--- src/rtl/axis_slave.sv ---
// AXI-Stream receive-side slave: buffers incoming beats in a first-word-fall-through FIFO,
// tracks tlast framing and tid consistency, and flags prolonged backend stalls.
module axis_slave #(
   parameter int         DEPTH       = 8,
   parameter logic [7:0] RDY_TIMEOUT = 8'd5
) (
   input  logic                       axi_aclk,
   input  logic                       axi_aresetn,
   input  logic                       axis_tvalid,
   input  logic [31:0]                axis_tdata,
   input  logic [3:0]                 axis_tstrb,
   input  logic [3:0]                 axis_tkeep,
   input  logic                       axis_tlast,
   input  logic [1:0]                 axis_tid,
   input  logic [1:0]                 axis_tuser,
   output logic                       axis_tready,
   output logic                       bk_valid,
   output logic [31:0]                bk_data,
   output logic [3:0]                 bk_tstrb,
   output logic [3:0]                 bk_tkeep,
   output logic                       bk_tlast,
   output logic [1:0]                 bk_tid,
   output logic [1:0]                 bk_user,
   input  logic                       bk_ready,
   input  logic                       bk_clear,
   output logic                       bk_done,
   output logic                       bk_nordy,
   output logic                       rx_busy,
   output logic [7:0]                 pkt_count,
   output logic                       tid_err,
   output logic [$clog2(DEPTH+1)-1:0] level
);

   localparam int AW = (DEPTH > 1) ? $clog2(DEPTH) : 1;
   localparam int LW = $clog2(DEPTH + 1);

   localparam logic RX_IDLE = 1'b0;
   localparam logic RX_PKT  = 1'b1;

   logic [44:0]   mem [DEPTH];
   logic [AW-1:0] wr_ptr;
   logic [AW-1:0] rd_ptr;
   logic          ready_en;
   logic          state;
   logic [1:0]    tid_lat;
   logic [7:0]    stall_cnt;
   logic          wr;
   logic          pop;
   logic [44:0]   entry;
   logic [44:0]   head;

   // tready depends only on registered state and the flush request, never on tvalid
   assign axis_tready = ready_en & (level < LW'(DEPTH)) & ~bk_clear;
   assign wr          = axis_tvalid & axis_tready;
   assign pop         = bk_valid & bk_ready & ~bk_clear;
   assign entry       = {axis_tdata, axis_tstrb, axis_tkeep, axis_tid, axis_tuser, axis_tlast};

   assign bk_valid = (level != '0);
   assign head     = bk_valid ? mem[rd_ptr] : '0;
   assign bk_data  = head[44:13];
   assign bk_tstrb = head[12:9];
   assign bk_tkeep = head[8:5];
   assign bk_tid   = head[4:3];
   assign bk_user  = head[2:1];
   assign bk_tlast = head[0];
   assign bk_done  = pop & head[0];
   assign bk_nordy = (stall_cnt >= RDY_TIMEOUT);
   assign rx_busy  = (state == RX_PKT);

   always_ff @(posedge axi_aclk or negedge axi_aresetn) begin
      if (!axi_aresetn) begin
         for (int i = 0; i < DEPTH; i++) mem[i] <= '0;
      end else if (wr) begin
         mem[wr_ptr] <= entry;
      end
   end

   always_ff @(posedge axi_aclk or negedge axi_aresetn) begin
      if (!axi_aresetn) begin
         ready_en  <= 1'b0;
         wr_ptr    <= '0;
         rd_ptr    <= '0;
         level     <= '0;
         stall_cnt <= '0;
      end else begin
         ready_en <= 1'b1;
         if (bk_clear) begin
            wr_ptr    <= '0;
            rd_ptr    <= '0;
            level     <= '0;
            stall_cnt <= '0;
         end else begin
            if (wr) wr_ptr <= (wr_ptr == AW'(DEPTH - 1)) ? '0 : wr_ptr + 1'b1;
            if (pop) rd_ptr <= (rd_ptr == AW'(DEPTH - 1)) ? '0 : rd_ptr + 1'b1;
            case ({wr, pop})
               2'b10:   level <= level + 1'b1;
               2'b01:   level <= level - 1'b1;
               default: level <= level;
            endcase
            if (bk_valid && !bk_ready) begin
               if (stall_cnt != 8'hFF) stall_cnt <= stall_cnt + 8'd1;
            end else begin
               stall_cnt <= '0;
            end
         end
      end
   end

   // Framing tracker only moves on accepted beats; tid is captured at packet start
   always_ff @(posedge axi_aclk or negedge axi_aresetn) begin
      if (!axi_aresetn) begin
         state     <= RX_IDLE;
         tid_lat   <= '0;
         pkt_count <= '0;
         tid_err   <= 1'b0;
      end else if (bk_clear) begin
         state     <= RX_IDLE;
         pkt_count <= '0;
         tid_err   <= 1'b0;
      end else if (wr) begin
         if (axis_tlast) pkt_count <= pkt_count + 8'd1;
         case (state)
            RX_IDLE: begin
               if (!axis_tlast) begin
                  state   <= RX_PKT;
                  tid_lat <= axis_tid;
               end
            end
            default: begin
               if (axis_tid != tid_lat) tid_err <= 1'b1;
               if (axis_tlast) state <= RX_IDLE;
            end
         endcase
      end
   end

endmodule

--- config.mk ---
export PLATFORM = sky130hd
export DESIGN_NAME = axis_slave
export DESIGN_NICKNAME = d
export VERILOG_FILES = /design/src/rtl/axis_slave.sv
export SDC_FILE = /design/constraint.sdc
export NUM_CORES = 1
export LEC_CHECK = 0
export ABC_AREA = 1
export CAP_MARGIN = 10
export CORE_ASPECT_RATIO = 1.4
export CORE_UTILIZATION = 55
export CTS_BUF_LIST = sky130_fd_sc_hd__clkbuf_16
export CTS_CLUSTER_DIAMETER = 100
export DETAILED_ROUTE_END_ITERATION = 7
export DONT_BUFFER_PORTS = 1
export PLACE_DENSITY = 0.71
export SLEW_MARGIN = 20
export SYNTH_ARGS = -nofsm -noshare
export SYNTH_HDL_FRONTEND = slang
export SYNTH_SLANG_ARGS = --single-unit
--- constraint.sdc ---
create_clock -name axi_aclk -period 3.6 [get_ports axi_aclk]
set_input_delay 0.54 -clock axi_aclk [delete_from_list [all_inputs] [get_ports axi_aclk]]
set_output_delay 0.54 -clock axi_aclk [all_outputs]
set_load 0.01 [all_outputs]
* After elaboration in Yosys (flattened, before gate mapping)
Cells that the tools add are included.
** Word-level totals
- Output and inout port bits :: 63
- Logic and storage cells :: 87
- Register bits :: 391
- Input port bits :: 50
** Cells by class
- Eq/ne operators :: 7
- Magnitude comparators :: 5
- $add $sub $neg :: 6
- Bitwise logic cells :: 11
- Reduce and logical (&&, ||, !) cells :: 13
- Multiplexer cells :: 28
** Operators with widths (number)
- bitwise mux 360 bit :: 1
- two-way mux 45 bit :: 4
- binary-select mux 45 bit (select 3 bit) :: 1
- demux 45 bit (select 3 bit) :: 1
- two-way mux 8 bit :: 6
- two-way mux 3 bit :: 6
- adder 8 x 1 -> 8 bit (second input constant) :: 2
- nonzero test 2 bit :: 5
- >= comparator 4 bit (second input constant) :: 2
- >= comparator 8 x 3 -> 1 bit (second input constant) :: 1
- != test 8 bit (second input constant) :: 1
- inverter 3 -> 4 bit :: 2
- one-hot mux 4 bit (2 select lines) :: 1
- two-way mux 1 bit :: 7
- adder 3 x 1 -> 3 bit (second input constant) :: 2
- AND 1 bit :: 6
- == test 3 bit (second input constant) :: 2
- adder 4 x 1 -> 4 bit (second input constant) :: 1
- < comparator 4 x 1 -> 1 bit (second input constant) :: 1
- < comparator 4 bit (second input constant) :: 1
- two-way mux 4 bit :: 1
- AND reduction 4 bit :: 1
- nonzero test 4 bit :: 1
- subtractor 4 x 1 -> 4 bit (second input constant) :: 1
- other kinds (10) :: 13

* Longest topological paths before layout
Gate-level depths: netlist of the first run.
- Depth after elaboration :: 7
- Depth in mapped cells :: 14
- Gate-level depth less buffers :: 14

* Least setup slack after synthesis of the first run
No wires, ideal clock.
- Kind :: register to output
- Start :: register rd_ptr[0]
- End :: output bk_data[29]
- Cell stages (with the launch flop) :: 9
- Setup slack :: 1.261 ns
- Data arrival time :: 1.799 ns
- Buffers on the path :: 3
- Required time :: 3.060 ns
- Cell sequence :: dfrtp_1 clkinv_1 clkbuf_1 clkbuf_1 clkbuf_1 o21ai_0 nand3_1 nand2_1 a31oi_1
** On the way
- Word-level cells in the longest chain between the ends :: 5
** RTL lines
- start: declaration :: RTL line 42 : logic [AW-1:0] rd_ptr;
- start signal: assignment :: RTL line 94 : if (pop) rd_ptr <= (rd_ptr == AW'(DEPTH - 1)) ? '0 : rd_ptr + 1'b1;
- inverter 3 -> 4 bit (implied by the code) :: RTL line 59 : assign head = bk_valid ? mem[rd_ptr] : '0;
- binary-select mux 45 bit (select 3 bit) :: RTL line 59
- two-way mux 45 bit (implied by the code) (2 in a row) :: RTL line 59
- two-way mux 45 bit :: RTL line 59
- end: declaration :: RTL line 18 : output logic [31:0] bk_data,
Every way passes these cells. The select of a mux whose other input is x is not followed.

* Final worst setup path of the first run
- Start :: register rd_ptr[1]
- End :: output bk_data[13]
The elaborated chain is that of the path after synthesis.

==> run metrics, run 1 <==
crit path kind flip-flop to output pin; RePlAce Congestion 0.817; die width 154 um; die area 0.0333 mm^2; post-cts repair resize count 0; element type at the critical path end output pin; Netlist cell types 30; Net Switching 0.00524 W; Pleak 9.07 nW; final net count 2165; CTS sink cnt 391; clock slew at reported path FFs 60 ps; Root Driver clkbuf_16; WP data required 3060 ps; Slew HR -6.31%; RSZ-0062 raised after global routing no; Critical Path AT 2700 ps; First-pass DRT Iterations 5; first-pass GRT wire length 73700 um; Worst Tran Pin Value 1590 ps; internal power 0.00958 W; critical path launch point type flip-flop; total power 0.0148 W; clock network power share 26.9%; Tcrit/Tclk final 89.9%; Routed WL per cell 17.7 um; most frequent cells in the layout 399 x o21ai_0, 388 x dfrtp_1, 328 x a21oi_1, 309 x nand2_1, 269 x inv_1; vias in the first global route 14400; detailed placement HPWL 25100 um; Pwr Density 759 mW/mm^2; TritonCTS clock tree done; most common cell after layout, fill and taps aside o21ai_0; Switching Share 35.4%; Avg Inst Size Synth 8.25 um^2; vias per inst 5.76; core area 0.0318 mm^2; Setup Buffers After CTS 0; drt total wl 44800 um; setup violators final 0; Logic pwr share 31.7%; total CTS buffers 38; post-route minimum period 3240 ps; Synth Register Bits 391; VDD IR-drop max 0.679 mV; Initial DRC Count 1088; Core Rows 77; Area Growth Syn to Fin 9.15%; worst-path fanout max 50; Mapped Cells 2168; # IOs 113; Hold Crit Class input pin to asynchronous set/reset pin; syn_nets 2228; Max Cap Viol 0; antenna violations before repair 0; sequential area share after synthesis 54.7%; Cell Area, Synth 0.0179 mm^2; # port buffers 0; Chip Height 215 um; number of diodes 0; GRT overflow 0; Final Hold Vio Count 173; Ys Warns 0; status finished, violations left; initial core utilization 56.3%; final hold slack -301 ps; f_max 309 MHz; pin count of the biggest net entering global routing 392; setup TNS 0 ps; Clock Skew 19.2 ps; sequential power share 41.4%; post-route ant nets 0; Pins Over Slew Limit 118; H-Tree Depth 2; vias post-DR 14500; DRC viols 0; failing checks hold timing, slew limit; layout cells sized above 1 5.40%; GRT Overall Usage 27.8%; Worst-Skew Late Latency 540 ps; clk buf depth 3
## per-stage QoR
stage                     setup WS (ps)  cell area [um^2]  hold WS [ps]  cells  utilization, %
after global routing                217             19500          -321   2525            61.4
after floorplan                    1260             17900           244   2168               -
after detailed placement            935             18300           253   2460            57.6
final                               362             19500          -301   2525            61.4
after global placement              939             18300           253   2460            57.6
after CTS                           357             19500          -320   2525            61.4
## flip-flops by register name (all words and copies together) (netlist names)
| register | flops |
|---|---|
| rd_ptr | 3 |
| rx_busy | 1 |
| stall_cnt | 8 |
| pkt_count | 8 |
| tid_err | 1 |
| tid_lat | 2 |
| ready_en | 1 |
| mem | 360 |
| level | 4 |
| wr_ptr | 3 |
## power by group through the flow
stage | Clock (W) | Sequential, W | Combinational [W]
2_1_floorplan | 0 | 0.00601 | 0.00335
3_3_place_gp | 0 | 0.00616 | 0.00458
3_5_place_dp | 0 | 0.00621 | 0.00470
4_1_cts | 0.00406 | 0.00613 | 0.00473
5_1_grt | 0.00422 | 0.00625 | 0.00532
6_report | 0.00398 | 0.00613 | 0.00470
## cells in the mapped netlist
library cell / n / area [um^2]
ha_1: 10 / 125
o31ai_1: 2 / 15.0
xor2_1: 2 / 17.5
clkinv_1: 1 / 3.75
o21ai_0: 399 / 2000
o41ai_1: 1 / 8.76
o211ai_1: 3 / 22.5
nand2_1: 310 / 1160
nor2_1: 153 / 574
nor4_4: 5 / 106
inv_2: 4 / 15.0
buf_2: 32 / 160
nor3_2: 2 / 20.0
o22ai_1: 1 / 6.26
a31oi_1: 47 / 294
nor3_4: 1 / 16.3
nand4_1: 2 / 12.5
conb_1: 1 / 3.75
a22oi_1: 1 / 7.51
inv_1: 261 / 980
dfrtp_1: 391 / 9780
nor3_1: 7 / 35.0
nand3_1: 58 / 290
or2_2: 1 / 6.26
clkbuf_1: 99 / 372
buf_1: 18 / 67.6
a21oi_1: 328 / 1640
o21ai_1: 26 / 130
o211a_1: 1 / 10.0
o21bai_1: 1 / 7.51
## cell families after synthesis
logic type                 Yosys count  share of synthesized area [%]
adders and majority gates           10                          0.699
xor gates and xnor gates             2                         0.0979
AOI/OAI and AO/OA                  810                           23.1
other                                1                         0.0210
and+or+nand+nor                    539                           12.4
buffers and inverters              415                           8.93
DFF                                391                           54.7
## per-layer routing
metal | global-route usage (%) | vias to the layer above | wire length, um | share of wire [%]
li1 | - | 6992 | - | -
met1 | 34.8 | 7033 | 18200 | 41
met5 | 0 | - | 0 | 0
met4 | 10.8 | 0 | 1480 | 3.3
met2 | 48.2 | 423 | 22500 | 50
met3 | 4.54 | 96 | 2670 | 6.0
## worst max-delay path, cell delays in order, from the launching register on
cell and delay [ps]:
dfrtp_4 770, clkinv_2 190, buf_12 240, a21oi_1 130, o21ai_0 100, nand3_1 120
nand2_1 60, a31oi_1 330, buf_4 190
## worst paths after layout
| path | startpoint | to | slack [ps] | cells past startpoint |
|---|---|---|---|---|
| setup / recovery | rd_ptr[1] | bk_data[13] | 360 | 8 |
| hold / removal | axi_aresetn | pkt_count[4] | -300 | 0 |
| setup reg to reg | level[3] | mem[23] | 1080 | 8 |
| hold reg to reg | mem[123] | mem[123] | 480 | 2 |
| max in group asynchronous | axi_aresetn | rd_ptr[1] | 2420 | 0 |
| min in group axi_aclk | bk_clear | tid_err | 60 | 1 |
## area by class of cell
class | count | area (um^2)
fillers | 2781 | 12300
flip-flops and latches | 391 | 9790
multi-input cells | 1362 | 6530
clock buffers | 41 | 1030
inverters | 266 | 1000
well taps | 395 | 494
repair buffers | 46 | 483
clock inverters | 24 | 205
Note: power is estimated with default switching activity, not from simulation.
==> inputs of run 2 (changes only) <==
- ABC_AREA: 1 -> not set
==> run metrics, run 2 <==
status finished, violations left; failing checks hold timing; largest registers mem x360, pkt_count x8, stall_cnt x8; H-Tree Depth 2; Primary FF master, synth dfrtp_1; post-synth top area cell dfrtp_1; post-route minimum period 3140 ps; die width 154 um; Mapped Cells 1163; Biggest register mem; final non-filler cell total 1563; # port buffers 0; sequential area share after synthesis 54.7%; number of synthesized flops with an enable pin 0; drt total wl 36000 um; RSZ-0062 raised after global routing no; Cell Area, Synth 0.0179 mm^2; met1 track demand over resource 30.5%; # IOs 113; Worst-Skew Late Latency 540 ps; Finished Core Util 61.1%; detailed placement HPWL 20400 um; Pins Over Slew Limit 0; Most Used Layer, Global Route met2; Area Growth Syn to Fin 8.65%; setup TNS 0 ps; most frequent cells after synthesis 391 x dfrtp_1, 353 x mux2_2, 90 x mux4_2; TritonCTS clock tree done; setup violators final 0; worst-case register-to-register setup slack 870 ps; Synth Register Bits 391; Slew HR 38.2%; Critical Path AT 2600 ps; Setup WS post-layout 462 ps; Max Cap Viol 0; Hold Crit Class input pin to asynchronous set/reset pin; worst-path fanout max 31; element type at the critical path end output pin; Avg Inst Size Synth 15.4 um^2; critical path launch point type flip-flop; Place WS 891 ps; Clock Skew 17.5 ps; GRT overflow 0; Tcrit/Tclk final 87.2%; Final Hold Vio Count 391; crit path capture bk_tkeep[1]; placed insts 1500; syn_nets 1223; Routed WL per cell 23.0 um; Critical Path Start rd_ptr[0]; Worst Tran Pin Value 927 ps; cell with the most instances after synthesis dfrtp_1; f_max 319 MHz; vias in the first global route 10500; Pwr Density 641 mW/mm^2; RR Startpoint level[1]; first-pass GRT wire length 59300 um; total CTS buffers 40; number of diodes 0; GRT Overall Usage 23.1%; max reg flops 360; M2 GR Usage 38.9%; RePlAce Congestion 0.777; Core Rows 77; post-route ant nets 0; Yosys top cell area share 54.7%; cells on worst reg2reg path 8; Netlist cell types 45; Ys Warns 0; initial core utilization 56.2%; Initial DRC Count 513; most frequent cells in the layout 388 x dfrtp_1, 353 x mux2_2, 90 x mux4_2, 67 x nor2_1, 47 x mux2i_1; vias per inst 6.11; DRC viols 0; async set-reset flop share out of synthesis 100%; core area 0.0318 mm^2; die area 0.0332 mm^2; clock slew at reported path FFs 60 ps; most common cell after layout, fill and taps aside dfrtp_1; VDD IR-drop max 0.392 mV; layout cells sized above 1 44.9%; CTS sink cnt 391; WP data required 3060 ps; Reg-to-Reg End level[3]; vias post-DR 9556; antenna violations before repair 0; Pleak 8.97 nW; pin count of the biggest net entering global routing 392; top cells by area, synth dfrtp_1 55%, mux2_2 22%, mux4_2 11%; First-pass DRT Iterations 6; clk buf depth 3; crit path kind flip-flop to output pin; final hold slack -290 ps; final net count 1207; Chip Height 215 um; met3 Track Usage GR 4.52%; Root Driver clkbuf_16
-- run 2: cell types whose count changed after synthesis, sizes merged, moves of 51 or more --
cell    before  now
mux4         0   90
inv        265    8
o21ai      425    3
a21oi      328   14
nor2       153   68
nand3       58    7
clkbuf      99   31
nand2      310   17
mux2         0  362
-- run 2: cell type report --
cell class / count / area [um^2]
timing repair buffer: 21 / 258
clock buffer: 42 / 1050
multi-input combinational: 685 / 7700
sequential: 391 / 9800
inverter: 8 / 30.0
fill: 2442 / 12400
tap: 395 / 494
clock inverter: 21 / 96.3
-- run 2: critical path, stage by stage, from the launching register on --
cell     delay, ps
dfrtp_4        850
buf_4          340
mux4_2         530
mux2i_1        220
nor2_1         120
-- run 2: stage by stage --
| step | instance area, um^2 | power (W) |
|---|---|---|
| 4_1_cts | 19400 | 0.0126 |
| 2_1_floorplan | 17900 | 0.00805 |
| 6_report | 19400 | 0.0125 |
| 3_5_place_dp | 18300 | 0.00890 |
| 3_3_place_gp | 18300 | 0.00881 |
| 5_1_grt | 19400 | 0.0131 |
-- run 2: how the worst min path moves through the flow --
stage	cells after the start	start	slack, ps	end
floorplan	0	axi_aresetn	240	level[0]
global placement	0	axi_aresetn	260	stall_cnt[5]
detailed placement	0	axi_aresetn	260	tid_err
CTS	0	axi_aresetn	-320	mem[88]
global route	0	axi_aresetn	-320	stall_cnt[5]
finish	0	axi_aresetn	-290	stall_cnt[5]
-- run 2: logic make-up after synthesis --
group | count (synthesis) | synth area share, %
other | 1 | 0.0210
xor gates and xnor gates | 13 | 0.637
muxes | 499 | 36.8
AOI/OAI and AO/OA | 28 | 1.03
and+or+nand+nor | 134 | 3.72
adders and majority gates | 10 | 0.700
buffers and inverters | 87 | 2.39
DFF | 391 | 54.7
-- run 2: power by group --
part / switching, W / internal [W]
Clock: 0.00164 / 0.00208
Combinational: 0.00155 / 0.00166
Sequential: 0.000488 / 0.00504
Total: 0.00368 / 0.00878
-- run 2: repair_timing --
action,4_1_cts,5_1_grt
gates resized for setup,0,0
buffers inserted,0,0
hold endpoints to repair,391,391
-- run 2: layer usage --
layer / vias to the layer above / share of wire, %
met4: 0 / 1.9
met3: 47 / 4.3
met2: 149 / 51
met5: - / 0
met1: 5118 / 43
li1: 4242 / -
